## config.mk

```make
export PLATFORM = sky130hd
export DESIGN_NAME = fixed_mul_seq
export DESIGN_NICKNAME = d
export VERILOG_FILES = /design/src/rtl/fixed_mul_seq.sv
export SDC_FILE = /design/constraint.sdc
export NUM_CORES = 1
export LEC_CHECK = 0
export BUFFER_PORTS_ARGS = -buffer_cell sky130_fd_sc_hd__buf_2
export CAP_MARGIN = 30
export CORE_UTILIZATION = 54
export CTS_CLUSTER_DIAMETER = 60
export DETAILED_ROUTE_END_ITERATION = 12
export GPL_TIMING_DRIVEN = 0
export HOLD_SLACK_MARGIN = 0.15
export PLACE_DENSITY = 0.75
export SYNTH_ARGS = -nofsm -noshare
export SYNTH_HDL_FRONTEND = slang
export SYNTH_SLANG_ARGS = --single-unit
```

## constraint.sdc

```tcl
create_clock -name clk -period 2.4 [get_ports clk]
set_input_delay 0.48 -clock clk [delete_from_list [all_inputs] [get_ports clk]]
set_output_delay 0.48 -clock clk [all_outputs]
set_load 0.03 [all_outputs]
```

## src/rtl/fixed_mul_seq.sv

```systemverilog
// Sequential signed fixed-point multiplier, Q(INT_WID.RAT_WID) operands and result.
// Operands are accepted in IDLE as magnitude + sign, multiplied one bit per cycle
// with a right-shifting shift-add accumulator, then rescaled, signed and saturated.
module fixed_mul_seq #(
    parameter int INT_WID = 10,
    parameter int RAT_WID = 10
) (
    input  logic                         clk,
    input  logic                         rst_n,
    input  logic                         in_valid,
    output logic                         in_ready,
    input  logic [INT_WID+RAT_WID-1:0]   a,
    input  logic [INT_WID+RAT_WID-1:0]   b,
    output logic                         out_valid,
    input  logic                         out_ready,
    output logic [INT_WID+RAT_WID-1:0]   p,
    output logic                         ovf
);

    localparam int W  = INT_WID + RAT_WID;
    localparam int CW = (W > 1) ? $clog2(W) : 1;

    localparam logic [CW-1:0]  LAST_BIT = CW'(W - 1);
    // Largest positive magnitude and largest negative magnitude, in accumulator width
    localparam logic [2*W-1:0] POS_LIM  = {{(W + 1){1'b0}}, {(W - 1){1'b1}}};
    localparam logic [2*W-1:0] NEG_LIM  = {{W{1'b0}}, 1'b1, {(W - 1){1'b0}}};
    localparam logic [W-1:0]   MAX_POS  = {1'b0, {(W - 1){1'b1}}};
    localparam logic [W-1:0]   MIN_NEG  = {1'b1, {(W - 1){1'b0}}};

    typedef enum logic [1:0] {
        IDLE = 2'd0,
        BUSY = 2'd1,
        FIN  = 2'd2,
        DONE = 2'd3
    } state_t;

    state_t             state_reg;
    state_t             state_next;

    logic [W-1:0]       mcand_reg;   // |a|
    logic [W-1:0]       mplier_reg;  // |b|, shifted right as bits are consumed
    logic               sign_reg;
    logic [2*W-1:0]     acc_reg;
    logic [CW-1:0]      cnt_reg;
    logic [W-1:0]       p_reg;
    logic               ovf_reg;

    logic [W-1:0]       a_mag;
    logic [W-1:0]       b_mag;
    logic [W-1:0]       partial;
    logic [W:0]         sum;
    logic [2*W-1:0]     acc_shift;
    logic [2*W-1:0]     scaled;
    logic [W-1:0]       p_next;
    logic               ovf_next;

    // Operand magnitudes; the most negative value maps to 2^(W-1), which fits unsigned
    always_comb begin
        a_mag = a[W-1] ? (~a + W'(1)) : a;
        b_mag = b[W-1] ? (~b + W'(1)) : b;
    end

    // One shift-add step: add |a| into the upper half when the current multiplier bit is set
    always_comb begin
        partial   = mplier_reg[0] ? mcand_reg : '0;
        sum       = {1'b0, acc_reg[2*W-1:W]} + {1'b0, partial};
        acc_shift = {sum, acc_reg[W-1:1]};
    end

    // Rescale by truncating the magnitude, re-apply the sign and saturate
    always_comb begin
        scaled   = acc_reg >> RAT_WID;
        p_next   = scaled[W-1:0];
        ovf_next = 1'b0;
        if (!sign_reg) begin
            if (scaled > POS_LIM) begin
                p_next   = MAX_POS;
                ovf_next = 1'b1;
            end
        end else begin
            if (scaled > NEG_LIM) begin
                p_next   = MIN_NEG;
                ovf_next = 1'b1;
            end else begin
                // A zero magnitude negates to zero, so no negative-zero pattern arises
                p_next = ~scaled[W-1:0] + W'(1);
            end
        end
    end

    // Next-state logic and handshake outputs
    always_comb begin
        state_next = state_reg;
        in_ready   = 1'b0;
        out_valid  = 1'b0;
        case (state_reg)
            IDLE: begin
                in_ready = 1'b1;
                if (in_valid) begin
                    state_next = BUSY;
                end
            end
            BUSY: begin
                if (cnt_reg == LAST_BIT) begin
                    state_next = FIN;
                end
            end
            FIN: begin
                state_next = DONE;
            end
            DONE: begin
                out_valid = 1'b1;
                if (out_ready) begin
                    state_next = IDLE;
                end
            end
            default: begin
                state_next = IDLE;
            end
        endcase
    end

    // State register
    always_ff @(posedge clk) begin
        if (!rst_n) begin
            state_reg <= IDLE;
        end else begin
            state_reg <= state_next;
        end
    end

    // Datapath registers: capture in IDLE, accumulate in BUSY, load result in FIN
    always_ff @(posedge clk) begin
        if (!rst_n) begin
            mcand_reg  <= '0;
            mplier_reg <= '0;
            sign_reg   <= 1'b0;
            acc_reg    <= '0;
            cnt_reg    <= '0;
            p_reg      <= '0;
            ovf_reg    <= 1'b0;
        end else begin
            case (state_reg)
                IDLE: begin
                    if (in_valid) begin
                        mcand_reg  <= a_mag;
                        mplier_reg <= b_mag;
                        sign_reg   <= a[W-1] ^ b[W-1];
                        acc_reg    <= '0;
                        cnt_reg    <= '0;
                    end
                end
                BUSY: begin
                    acc_reg    <= acc_shift;
                    mplier_reg <= mplier_reg >> 1;
                    cnt_reg    <= cnt_reg + CW'(1);
                end
                FIN: begin
                    p_reg   <= p_next;
                    ovf_reg <= ovf_next;
                end
                default: begin
                end
            endcase
        end
    end

    assign p   = p_reg;
    assign ovf = ovf_reg;

endmodule

```

### Yosys cells after proc, flatten, opt, wreduce, memory -nomap -nowiden

Index checks and enable logic that the tools add are counted.

* output and inout bits: 23
* word-level logic and storage cells: 52
* input bits: 44
* bits in registers: 109

* reductions and logical operators: 5
* $lt $le $gt $ge: 2
* mux-type cells: 21
* equality and inequality tests: 7
* bitwise logic cells: 4
* $add $sub $neg: 5

Operators with widths (count)
* 20-bit 2-to-1 mux: 7
* 40-bit one-hot mux with 2 select lines: 1
* 20-bit by 1-bit adder with 20-bit output, second input constant: 3
* 20-bit NOT: 3
* 40-bit 2-to-1 mux: 1
* 20-bit one-hot mux with 2 select lines: 1
* 30-bit by 19-bit greater-than comparator with 1-bit output, second input constant: 1
* 30-bit by 20-bit greater-than comparator with 1-bit output, second input constant: 1
* 20-bit by 20-bit adder with 21-bit output: 1
* 5-bit one-hot mux with 2 select lines: 1
* 2-bit one-hot mux with 4 select lines: 1
* 2-bit 2-to-1 mux: 3
* 2-bit inequality test, second input constant: 3
* 5-bit by 1-bit adder with 5-bit output, second input constant: 1
* 5-bit equality test, second input constant: 1
* 1-bit 2-to-1 mux: 5
* 5-bit 2-to-1 mux: 1
* 2-bit equality test, second input constant: 2
* 2-bit AND reduction: 2
* 3-bit AND reduction: 1
* 2-bit by 1-bit equality test with 1-bit output, second input constant: 1
* 2-bit logical NOT: 1
* 2-bit nonzero test: 1
* 1-bit XOR: 1

### Depth between registers and ports, before layout

Gate-level depths: netlist of run 1.

* depth after elaboration: 5
* depth in mapped cells: 11
* depth with buffers taken out: 10

### Worst setup path before layout of run 1

OpenSTA, ideal clock, no wires.

* kind: register to register
* start: register mplier_reg[0]
* end: register acc_reg[33]
* path slack: -175 ps
* stages on the path, launching flop included: 12
* required time: 2283 ps
* arrival time: 2458 ps
* path buffers: 1
* period minus slack after synthesis: 2575 ps
* setup time: 117 ps
* cell sequence: dfxtp_1 clkbuf_1 and2_1 ha_1 inv_1 fa_1 nor2b_1 o2111ai_1 a21o_1 a211oi_1 o21ai_0 a32o_1

* word-level cells in the longest chain between the ends: 3

RTL lines
* from (decl): line 41 `logic [W-1:0] mplier_reg;`
* from (signal assigned): line 147 `mplier_reg <= b_mag;`
* from (signal assigned): line 155 `mplier_reg <= mplier_reg >> 1;`
* 20-bit 2-to-1 mux: line 65 `partial = mplier_reg[0] ? mcand_reg : '0;`
* 20-bit by 20-bit adder with 21-bit output: line 66 `sum = {1'b0, acc_reg[2*W-1:W]} + {1'b0, partial};`
* 40-bit one-hot mux with 2 select lines: line 143 `case (state_reg)`
* to (signal assigned): line 154 `acc_reg <= acc_shift;`
* to (decl): line 43 `logic [2*W-1:0] acc_reg;`

No other way between the ends.
A chain may end at the register's enable or synchronous reset.

### Worst setup path after layout of run 1

* start: register mplier_reg[0]
* end: register acc_reg[38]

The elaborated chain is that of the path after synthesis.

==> results of run 1 <==
## routing by layer
layer / vias to the layer above / global-route usage [%]
met1: 3009 / 34.7
met2: 230 / 50.4
li1: 3009 / -
met4: 0 / 10.4
met5: - / 0
met3: 36 / 6.06
## stage by stage
step / area, um2 / setup TNS [ps]
5_1_grt: 7430 / -1240
3_5_place_dp: 6840 / -6440
6_report: 7430 / -582
2_1_floorplan: 6340 / 0
3_3_place_gp: 6840 / -4670
4_1_cts: 7240 / -911
## synth_stat cells, types with 3 or more instances
cell type,number,area share [%]
o31ai_1,7,0.83
nand3_1,19,1.5
o21ai_0,58,4.6
xnor2_1,22,3.0
inv_1,20,1.2
clkbuf_1,44,2.6
o21a_1,4,0.47
a21o_1,13,1.5
o31ai_2,3,0.59
dfxtp_1,99,31
buf_2,5,0.40
mux2i_1,6,0.95
nor4_1,9,0.89
or4_1,3,0.36
nand2b_1,5,0.49
and2_1,22,2.2
a211o_1,3,0.42
o211a_1,20,3.2
o41ai_1,4,0.55
a31oi_1,22,2.2
o211ai_1,11,1.3
a22o_1,4,0.55
nor3_1,20,1.6
nand2_1,65,3.9
or3b_1,5,0.69
ha_1,28,5.5
a21boi_0,11,1.3
nor2b_1,28,2.8
a221oi_1,4,0.55
nor2_1,33,2.0
and3_1,9,0.89
a22oi_1,16,1.9
or3_1,27,2.7
xor2_1,28,3.9
o21ai_1,7,0.55
a211oi_1,6,0.71
a21oi_1,37,2.9
a32o_1,4,0.63
nand4_1,8,0.79
## final timing paths
kind / startpoint / end
max: mplier_reg[0] / acc_reg[38]
min: b[17] / mplier_reg[17]
max reg2reg: mplier_reg[0] / acc_reg[38]
min reg2reg: mplier_reg[5] / mplier_reg[5]
## cell type report
class / instances / area (um2)
timing repair buffer: 75 / 403
tap: 143 / 179
buffer: 47 / 213
sequential: 99 / 1990
inverter: 20 / 75.1
multi-input combinational: 602 / 4240
clock inverter: 5 / 103
clock buffer: 10 / 229
fill: 1003 / 3990
## tightest hold or removal path, cell delays in order
cell,delay [ps]
buf_2,110
xor2_1,70
a21oi_1,110
## logic make-up (layout without fill, tap and decap cells)
| logic type | after synthesis | count (layout) | synth area share [%] |
|---|---|---|---|
| buf+inv | 70 | 157 | 4.25 |
| flops | 99 | 99 | 31.3 |
| xor+xnor | 50 | 50 | 6.92 |
| fa+ha+maj | 29 | 29 | 5.85 |
| compound gates | 251 | 251 | 28.0 |
| mux | 8 | 8 | 1.31 |
| simple gates | 264 | 264 | 22.4 |
## power by group through the flow
stage / sequential, W / clock (W) / combinational [W]
after floorplan: 0.00250 / 0 / 0.00174
after global placement: 0.00228 / 0 / 0.00271
after detailed placement: 0.00231 / 0 / 0.00277
after CTS: 0.00228 / 0.00165 / 0.00279
after global routing: 0.00234 / 0.00173 / 0.00317
final: 0.00229 / 0.00164 / 0.00289
## timing repair
action / 4_1_cts / 5_1_grt
endpoints found under the setup margin: 39 / 62
buffers inserted: 5 / 6
hold endpoints to repair: 0 / 0
resized for setup: 12 / 47
pin swaps: 4 / 14
==> impl_summary.txt, run 1 <==
----------------------------------------------------
[STA]
  Count of final setup violators ... 8
  Pins over their slew limit ... 0
  Maximum frequency from static timing analysis ... 0.385 GHz
  Max Clock Skew ... roughly 6.9 ps
  Final Critical Period ... 2600 ps
  Hold Slack ... ~460 ps
  Total count of hold-check failures in the final report ... 0
  Minimum setup slack in the final design ... -196 ps
  Relative slew margins ... between 50 and 60%
  Fin crit share ... 108%
  Worst Max-Slew Pin Slew ... approximately 700 ps
  Setup repair after global routing missed its margin ... true

[Synthesis]
  Most instantiated flip-flop cell in the synthesis netlist ... dfxtp_1
  Number of warning messages in the yosys log ... 0
  Cell count after synthesis ... ~770
  Synth Cell Area ... between 6000 and 7000 um2
  Count of distinct cell types in the synthesized netlist ... 66
  Async S/R FF share, synth ... 0%
  Mean instance size in the synthesized netlist ... between 8 and 9 um2
  Seq/Total Area, Yosys ... between 30% and 40%
  Synthesis-stage register bit count ... around 100
  EDFF count, synth ... 0
  Net count after synthesis ... around 840

[Route]
  Drt first-iter violations ... ~510
  Detailed-routed wire length on met3 ... roughly 1100 um
  Number of remaining DRC errors ... 0
  Number of detailed-route iterations in the first pass ... 5
  Per-cell via count in the routed design ... 6.28
  Wire length reported by the detailed router ... 17600 um
  Routed wire per std cell ... approximately 18 um
  Via count of the routed design ... 6284
  Number of nets still failing antenna checks after routing ... 0
  Top layer reached by signal wires ... met4
  Wire length on met2 ... 8630 um
  Sum of routed wire segments on met1 ... between 7000 and 8000 um

[Critical path]
  Cell type of the slowest stage on the worst timing path ... a211o_1
  Data required time at the worst endpoint ... 2650 ps
  Startpoint-to-endpoint class of the critical path ... reg -> reg
  Cell-by-cell trace of the critical path ... buf_8 > and2_1 > ha_4 > o211ai_1 > o211ai_1 > a211o_1 > nor4b_4 > or3_1 > a32o_1
  Flop-to-flop setup slack ... -200 ps
  Buf/Inv on CP ... 1
  Library cell appearing most often on the critical path ... o211ai_1
  Type of origin of the critical path ... flip-flop
  Largest fanout on the critical path ... 10
  Critical path data arrival time ... between 2000 and 3000 ps
  Crit-path leading delay family ... compound AO/OA/AOI/OAI gates
  Element type at the critical path end ... flip-flop
  Cell depth of the worst setup path ... 9
  Path depth of the worst reg2reg path ... 9
  Delay of the slowest critical-path stage ... ~380 ps

[CTS]
  Number of buffers inserted during clock tree synthesis ... 9
  Clock Sink Count ... 99
  TritonCTS clock tree ... done
  Later-pin clock latency in the skew report ... 350 ps
  Level count of the clock H-tree ... 3
  Post-CTS Hold Fix Bufs ... 0
  Max Buffers Root-to-Sink ... 2
  Worst-path clk slew ... 70 ps
  CTS root buffer ... clkbuf_16

[Floorplanning]
  Std-Cell Rows ... 39
  Core Footprint ... 11400 um2
  Die Footprint ... between 10000 and 15000 um2
  Die height ... 110 um
  Initial Utilization ... a little under three fifths
  Boundary Pins ... 67
  Width of the die ... ~110 um

[Power]
  Combinational share of power ... a little over two fifths
  Cell-internal power ... approximately 0.0040 W
  Switching fraction of total power ... 41.0%
  Leakage component of the power ... ~3.2 nW
  Net switching power figure ... ~0.0028 W
  Sequential share of power ... 33.6%
  Overall power consumption ... 0.00682 W
  Power Dens Cells ... slightly above 900 nW/um2
  Portion of total power attributed to the clock network ... 24.0%
  Peak supply drop ... ~0.00077 V

[Place]
  Worst slack at placement ... -419 ps
  Routability Congestion ... ~0.95
  Placed wire-length estimate ... about 13000 um
  Input/output buffers ... 64
  Post-placement cell count ... 978

[GRT]
  Vias in the first global route ... between 5000 and 6000
  Global Route Usage Sum ... between 20 and 30%
  Largest net degree at the start of global routing ... 20
  Global-route wire length before repair ... 27200 um
  Residual overflow from global routing ... 0
  Antenna violations before repair ... 0

[Outcome]
  Failing checks ... setup timing
  Result of the run ... finished, violations left

[Finish]
  Total number of nets in the final design ... 927
  Number of cells in the finished layout apart from fillers ... 1001
  Fraction of final layout cells sized beyond drive strength 1 ... ~18%
  Antenna diodes ... 0
  Most frequent cells in the layout ... dfxtp_1 (96), buf_2 (67), nand2_1 (64)
  Number of flip-flops under the largest register name ... 30
  Final Util ... between 60 and 70%
  Leading cell type in the layout, fill and taps excluded ... dfxtp_1
  Area added between synthesis and finish ... 17.5%

[Job]
  Number of violations of the max-capacitance limit ... 0

[Hold path]
  Hold path depth ... 3
  Worst hold path class ... in -> reg

----------------------------------------------------
Power figures use the tool's default switching activity.
==> run 2, diff against run 1 <==
--- a/config.mk
+++ b/config.mk
@@ -12,3 +12,2 @@
 export DETAILED_ROUTE_END_ITERATION = 12
-export GPL_TIMING_DRIVEN = 0
 export HOLD_SLACK_MARGIN = 0.15
==> constraint.sdc (replaced) <==
create_clock -name clk -period 2.4 [get_ports clk]
set_input_delay 0.24 -clock clk [delete_from_list [all_inputs] [get_ports clk]]
set_output_delay 0.24 -clock clk [all_outputs]
set_load 0.03 [all_outputs]
==> impl_summary.txt, run 2 (synthesis results as in run 1) <==
----------------------------------------------------
[Power]
  Net switching power figure ... 0.00274 W (was 0.00279 W)
  Sequential share of power ... 34.0% (was 33.6%)
  Leakage component of the power ... 3.33 nW (was 3.19 nW)
  Switching fraction of total power ... 40.6% (was 41.0%)
  Combinational share of power ... 44.6% (was 42.4%)
  Cell-internal power ... 0.00401 W (was 0.00402 W)
  Power Dens Cells ... 883 nW/um2 (was 917 nW/um2)
  Peak supply drop ... 0.000664 V (was 0.000770 V)
  Portion of total power attributed to the clock network ... 21.4% (was 24.0%)

[CTS]
  Number of buffers inserted during clock tree synthesis ... 9 (unchanged)
  Worst-path clk slew ... 60 ps (was 70 ps)
  Later-pin clock latency in the skew report ... 350 ps (about the same)
  CTS root buffer ... clkbuf_16 (unchanged)
  Max Buffers Root-to-Sink ... 2 (unchanged)
  Level count of the clock H-tree ... 3 (unchanged)
  Clock Sink Count ... 99 (unchanged)
  TritonCTS clock tree ... done (unchanged)

[Floorplanning]
  Boundary Pins ... 67 (unchanged)
  Die height ... 110 um (unchanged)
  Die Footprint ... 12200 um2 (unchanged)
  Std-Cell Rows ... 39 (unchanged)
  Core Footprint ... 11400 um2 (unchanged)
  Width of the die ... 110 um (unchanged)
  Initial Utilization ... 55.4% (unchanged)

[Route]
  Drt first-iter violations ... 385 (was 506)
  Number of remaining DRC errors ... 0 (unchanged)
  Via count of the routed design ... 6135 (was 6284)
  Number of detailed-route iterations in the first pass ... 5 (unchanged)
  Number of nets still failing antenna checks after routing ... 0 (unchanged)
  Wire length reported by the detailed router ... 16500 um (was 17600 um)
  Per-cell via count in the routed design ... 6.06 (was 6.28)
  Routed wire per std cell ... 16.3 um (was 17.6 um)

[Finish]
  Area added between synthesis and finish ... 20.9% (was 17.5%)
  Number of flip-flops under the largest register name ... 30 (unchanged)
  Antenna diodes ... 0 (unchanged)
  Total number of nets in the final design ... 939 (was 927)
  Most frequent cells in the layout ... dfxtp_1 (97), buf_2 (68), nand2_1 (65) (was dfxtp_1 (96), buf_2 (67), nand2_1 (64))
  Number of cells in the finished layout apart from fillers ... 1013 (was 1001)
  Fraction of final layout cells sized beyond drive strength 1 ... 22.4% (was 17.6%)
  Final Util ... 67.0% (was 65.1%)
  Leading cell type in the layout, fill and taps excluded ... dfxtp_1 (unchanged)

[Place]
  Placed wire-length estimate ... 11800 um (was 12800 um)
  Post-placement cell count ... 993 (was 978)
  Routability Congestion ... 0.915 (was 0.947)
  Input/output buffers ... 66 (was 64)

[STA]
  Pins over their slew limit ... 0 (unchanged)
  Final Critical Period ... 2400 ps (was 2600 ps)
  Relative slew margins ... 54.8% (was 52.5%)
  Max Clock Skew ... 4.44 ps (was 6.94 ps)
  Total count of hold-check failures in the final report ... 0 (unchanged)
  Count of final setup violators ... 1 (was 8)
  Worst Max-Slew Pin Slew ... 670 ps (was 713 ps)
  Minimum setup slack in the final design ... -0.486 ps (was -196 ps)
  Maximum frequency from static timing analysis ... 0.417 GHz (was 0.385 GHz)
  Fin crit share ... 100% (was 108%)
  Setup repair after global routing missed its margin ... true (unchanged)

[Job]
  Number of violations of the max-capacitance limit ... 0 (unchanged)

[Critical path]
  Delay of the slowest critical-path stage ... 360 ps (was 380 ps)
  Cell-by-cell trace of the critical path ... and2_1 > ha_4 > o211ai_1 > o211ai_1 > a211o_1 > nor4b_2 > or3_1 > a32o_1 (was buf_8 > and2_1 > ha_4 > o211ai_1 > o211ai_1 > a211o_1 > nor4b_4 > or3_1 > a32o_1)
  Largest fanout on the critical path ... 7 (was 10)
  Critical path data arrival time ... 2640 ps (was 2840 ps)
  Cell type of the slowest stage on the worst timing path ... dfxtp_4 (was a211o_1)
  Crit-path leading delay family ... compound AO/OA/AOI/OAI gates (unchanged)
  Library cell appearing most often on the critical path ... o211ai_1 (unchanged)
  Startpoint-to-endpoint class of the critical path ... reg -> reg (unchanged)
  Type of origin of the critical path ... flip-flop (unchanged)
  Buf/Inv on CP ... 0 (was 1)
  Element type at the critical path end ... flip-flop (unchanged)
  Data required time at the worst endpoint ... 2640 ps (was 2650 ps)

[GRT]
  Vias in the first global route ... 5871 (was 5735)
  Global-route wire length before repair ... 27000 um (was 27200 um)
  Residual overflow from global routing ... 0 (unchanged)
  Largest net degree at the start of global routing ... 64 (was 20)
  Antenna violations before repair ... 0 (unchanged)
  Global Route Usage Sum ... 28.1% (was 28.8%)

[Outcome]
  Failing checks ... setup timing (unchanged)
  Result of the run ... finished, violations left (unchanged)

[Hold path]
  Worst hold path class ... in -> reg (unchanged)

----------------------------------------------------
==> run 2: layout make-up <==
cell class / count / area [um2]
multi-input combinational: 602 / 4280
clock inverter: 4 / 48.8
timing repair buffer: 134 / 843
inverter: 20 / 75.1
tap: 143 / 179
clock buffer: 11 / 243
sequential: 99 / 1990
fill: 961 / 3770
==> run 2: metal layers <==
| layer | track usage [%] | up-vias | wire, um |
|---|---|---|---|
| met4 | 8.27 | 0 | 257 |
| met2 | 49.4 | 168 | 8110 |
| met1 | 34.6 | 2925 | 7390 |
| met3 | 5.53 | 21 | 752 |
| li1 | - | 3021 | - |
| met5 | 0 | - | 0 |
==> run 2: power by group through the flow <==
stage | combinational, W | clock [W] | sequential [W]
finish | 0.00301 | 0.00145 | 0.00229
global route | 0.00332 | 0.00154 | 0.00235
CTS | 0.00297 | 0.00147 | 0.00229
detailed placement | 0.00290 | 0 | 0.00231
global placement | 0.00283 | 0 | 0.00229
floorplan | 0.00174 | 0 | 0.00250
==> run 2: stage by stage <==
step | instance area, um2 | power, W | setup TNS (ps) | hold WS (ps) | worst slack (ps)
finish | 7650 | 0.00675 | -0.486 | 184 | -0.486
global route | 7650 | 0.00721 | -132 | 197 | -61.3
CTS | 7530 | 0.00673 | 0 | 177 | 2.99
detailed placement | 7130 | 0.00522 | -91.6 | 452 | -49.5
global placement | 7130 | 0.00512 | 0 | 436 | 5.33
floorplan | 6340 | 0.00424 | 0 | 385 | 4.01
==> run 2: timing repair <==
item | CTS | global route
pin swaps | 10 | 9
setup buffers | 0 | 3
cloned | 2 | 0
gates resized for setup | 16 | 23
hold buffers | 0 | 0
setup endpoints to repair | 4 | 6
==> run 2: final timing paths <==
path / start / end / slack (ps) / depth (start not counted)
worst max register to register: mplier_reg[0] / acc_reg[38] / -0.5 / 8
worst max-delay path: mplier_reg[0] / acc_reg[38] / -0.5 / 8
worst min-delay path: a[0] / mcand_reg[0] / 180 / 3
worst min register to register: mplier_reg[19] / mplier_reg[19] / 460 / 2
==> run 2: worst reg2reg max path, cell delays in order, from the launching register on <==
cell      delay [ps]
dfxtp_4          360
and2_1           160
ha_4             240
o211ai_1         250
o211ai_1         160
a211o_1          320
nor4b_2          180
or3_1            350
a32o_1           260
==> run 3, diff against run 2 <==
- MAX_ROUTING_LAYER: default -> met4
==> impl_summary.txt, run 3 (synthesis results as in run 1) <==
----------------------------------------------------
[Critical path]
  Cell-by-cell trace of the critical path ... and2_4 > ha_4 > o211ai_1 > o211ai_1 > a211o_1 > nor4b_4 > or3_1 > a32o_1 (was and2_1 > ha_4 > o211ai_1 > o211ai_1 > a211o_1 > nor4b_2 > or3_1 > a32o_1)
  Path depth of the worst reg2reg path ... 8 (unchanged)
  Element type at the critical path end ... flip-flop (unchanged)
  Cell type of the slowest stage on the worst timing path ... dfxtp_4 (unchanged)
  Library cell appearing most often on the critical path ... o211ai_1 (unchanged)
  End of the worst register-to-register path ... acc_reg[38] (unchanged)
  Largest fanout on the critical path ... 7 (unchanged)
  Reg2reg start ... mplier_reg[0] (unchanged)
  Flop-to-flop setup slack ... 20 ps (was -0.5 ps)
  Critical path endpoint ... acc_reg[38] (unchanged)
  Delay of the slowest critical-path stage ... 370 ps (was 360 ps)
  Critical path data arrival time ... 2630 ps (was 2640 ps)
  Data required time at the worst endpoint ... 2650 ps (was 2640 ps)
  Type of origin of the critical path ... flip-flop (unchanged)
  Startpoint-to-endpoint class of the critical path ... reg -> reg (unchanged)
  Startpoint of the most critical setup path ... mplier_reg[0] (unchanged)

[Power]
  Power Dens Cells ... 876 nW/um2 (was 883 nW/um2)
  Switching fraction of total power ... 41.5% (was 40.6%)
  Combinational share of power ... 45.1% (was 44.6%)
  Peak supply drop ... 0.000738 V (was 0.000664 V)
  Portion of total power attributed to the clock network ... 20.6% (was 21.4%)
  Sequential share of power ... 34.2% (was 34.0%)
  Net switching power figure ... 0.00279 W (was 0.00274 W)
  Leakage component of the power ... 3.36 nW (was 3.33 nW)
  Cell-internal power ... 0.00392 W (was 0.00401 W)
  Overall power consumption ... 0.00671 W (was 0.00675 W)

[Finish]
  Total number of nets in the final design ... 940 (was 939)
  Number of flip-flops under the largest register name ... 30 (unchanged)
  Fraction of final layout cells sized beyond drive strength 1 ... 22.6% (was 22.4%)
  Leading cell type in the layout, fill and taps excluded ... dfxtp_1 (unchanged)
  Number of cells in the finished layout apart from fillers ... 1015 (was 1013)
  Most frequent cells in the layout ... dfxtp_1 (98), buf_2 (67), buf_4 (66) (was dfxtp_1 (97), buf_2 (68), nand2_1 (65))
  Final std cell area, no fill ... 7650 um2 (about the same)
  Filler instances ... 976 (was 961)
  Antenna diodes ... 0 (unchanged)
  Area added between synthesis and finish ... 21.0% (was 20.9%)

[Place]
  Routability Congestion ... 0.911 (was 0.915)
  Post-placement cell count ... 996 (was 993)
  Worst slack at placement ... -70.5 ps (was -49.5 ps)
  Placed wire-length estimate ... 12100 um (was 11800 um)
  DP Area ... 7150 um2 (was 7130 um2)
  Input/output buffers ... 66 (unchanged)

[GRT]
  Antenna violations before repair ... 0 (unchanged)
  Largest net degree at the start of global routing ... 59 (was 64)
  Vias in the first global route ... 5733 (was 5871)
  Global-route wire length before repair ... 26800 um (was 27000 um)
  Residual overflow from global routing ... 0 (unchanged)
  Global Route Usage Sum ... 28.9% (was 28.1%)

[Route]
  Drt first-iter violations ... 399 (was 385)
  Wire length reported by the detailed router ... 16600 um (was 16500 um)
  Number of nets still failing antenna checks after routing ... 0 (unchanged)
  Per-cell via count in the routed design ... 6.04 (was 6.06)
  Via count of the routed design ... 6132 (was 6135)
  Number of remaining DRC errors ... 0 (unchanged)
  Number of detailed-route iterations in the first pass ... 4 (was 5)
  Routed wire per std cell ... 16.3 um (about the same)

[STA]
  Total count of hold-check failures in the final report ... 0 (unchanged)
  Setup repair after global routing missed its margin ... true (unchanged)
  Hold Slack ... 190 ps (was 184 ps)
  Minimum setup slack in the final design ... 23.5 ps (was -0.486 ps)
  Count of final setup violators ... 0 (was 1)
  Worst Max-Slew Pin Slew ... 589 ps (was 670 ps)
  Maximum frequency from static timing analysis ... 0.421 GHz (was 0.417 GHz)
  Max Clock Skew ... 7.24 ps (was 4.44 ps)
  Final Critical Period ... 2380 ps (was 2400 ps)
  Relative slew margins ... 60.3% (was 54.8%)
  Pins over their slew limit ... 0 (unchanged)
  Fin crit share ... 99.0% (was 100%)

[Floorplanning]
  Boundary Pins ... 67 (unchanged)
  Die height ... 110 um (unchanged)
  Die Footprint ... 12200 um2 (unchanged)
  Core Footprint ... 11400 um2 (unchanged)
  Initial Utilization ... 55.4% (unchanged)
  Std-Cell Rows ... 39 (unchanged)
  Width of the die ... 110 um (unchanged)

[Job]
  Number of violations of the max-capacitance limit ... 0 (unchanged)

[CTS]
  Number of buffers inserted during clock tree synthesis ... 9 (unchanged)
  Post-CTS Hold Fix Bufs ... 0 (unchanged)
  Later-pin clock latency in the skew report ... 350 ps (about the same)
  TritonCTS clock tree ... done (unchanged)
  Worst-path clk slew ... 70 ps (was 60 ps)
  Level count of the clock H-tree ... 3 (unchanged)
  Max Buffers Root-to-Sink ... 2 (unchanged)
  Clock Sink Count ... 99 (unchanged)
  CTS root buffer ... clkbuf_16 (unchanged)

[Hold path]
  Worst hold path class ... in -> reg (unchanged)

[Outcome]
  Result of the run ... finished, final reports clean (was finished, violations left)

----------------------------------------------------
## run 3: cell count changes in the layout (fill, tap and decap cells not counted), moves of 2 or more
cell,before,now
and2_1,20,18
and2_4,3,5
clkinv_2,2,4
buf_4,64,66
## run 3: layer usage
| metal | GRT usage, % | part of all wire [%] | vias up |
|---|---|---|---|
| li1 | - | - | 3029 |
| met3 | 5.41 | 4.8 | 16 |
| met5 | - | 0 | - |
| met4 | 8.93 | 1.2 | 0 |
| met1 | 35.1 | 45 | 2947 |
| met2 | 48.6 | 49 | 140 |
## run 3: critical path, delay by kind of cell, from the launching register on
kind                       cells  cell delay, ps
AOI/OAI and AO/OA              4            1040
DFF                            1             370
and+or+nand+nor                3             640
adders and majority gates      1             230
## run 3: through the flow
| step | utilization [%] | setup TNS, ps |
|---|---|---|
| floorplan | - | 0 |
| global placement | 62.6 | -2.42 |
| detailed placement | 62.6 | -112 |
| CTS | 65.3 | 0 |
| global route | 67.0 | -76.5 |
| finish | 67.0 | 0 |
## run 3: power groups by stage
| stage | Combinational [W] | Sequential (W) | Clock, W |
|---|---|---|---|
| after detailed placement | 0.00293 | 0.00231 | 0 |
| after CTS | 0.00294 | 0.00228 | 0.00141 |
| after global routing | 0.00334 | 0.00235 | 0.00149 |
| final | 0.00303 | 0.00230 | 0.00139 |
| after floorplan | 0.00174 | 0.00250 | 0 |
| after global placement | 0.00284 | 0.00229 | 0 |
## run 3: worst min-delay path by stage
| stage | from | end | slack [ps] | cells past startpoint |
|---|---|---|---|---|
| after detailed placement | mplier_reg[19] | mplier_reg[19] | 440 | 2 |
| after CTS | a[0] | mcand_reg[0] | 190 | 3 |
| after global placement | mplier_reg[19] | mplier_reg[19] | 430 | 2 |
| after floorplan | a[0] | mcand_reg[0] | 380 | 2 |
| after global routing | b[18] | mplier_reg[19] | 220 | 4 |
| final | a[0] | mcand_reg[0] | 190 | 3 |
## run 3: timing repair
action | CTS | global route
hold endpoints to repair | 0 | 0
cloned | 0 | 2
setup endpoints to repair | 4 | 9
setup buffers | 0 | 1
gates resized for setup | 6 | 33
pin swaps | 3 | 12
## run 3: final cells by class
class	count	area, um2	share of cell area (%)
Sequential cell	99	1990	25.9
Clock buffer	10	239	3.12
Multi-Input combinational cell	602	4290	56.0
Timing Repair Buffer	135	853	11.1
Clock inverter	6	37.5	0.490
Inverter	20	75.1	0.981
Tap cell	143	179	2.34
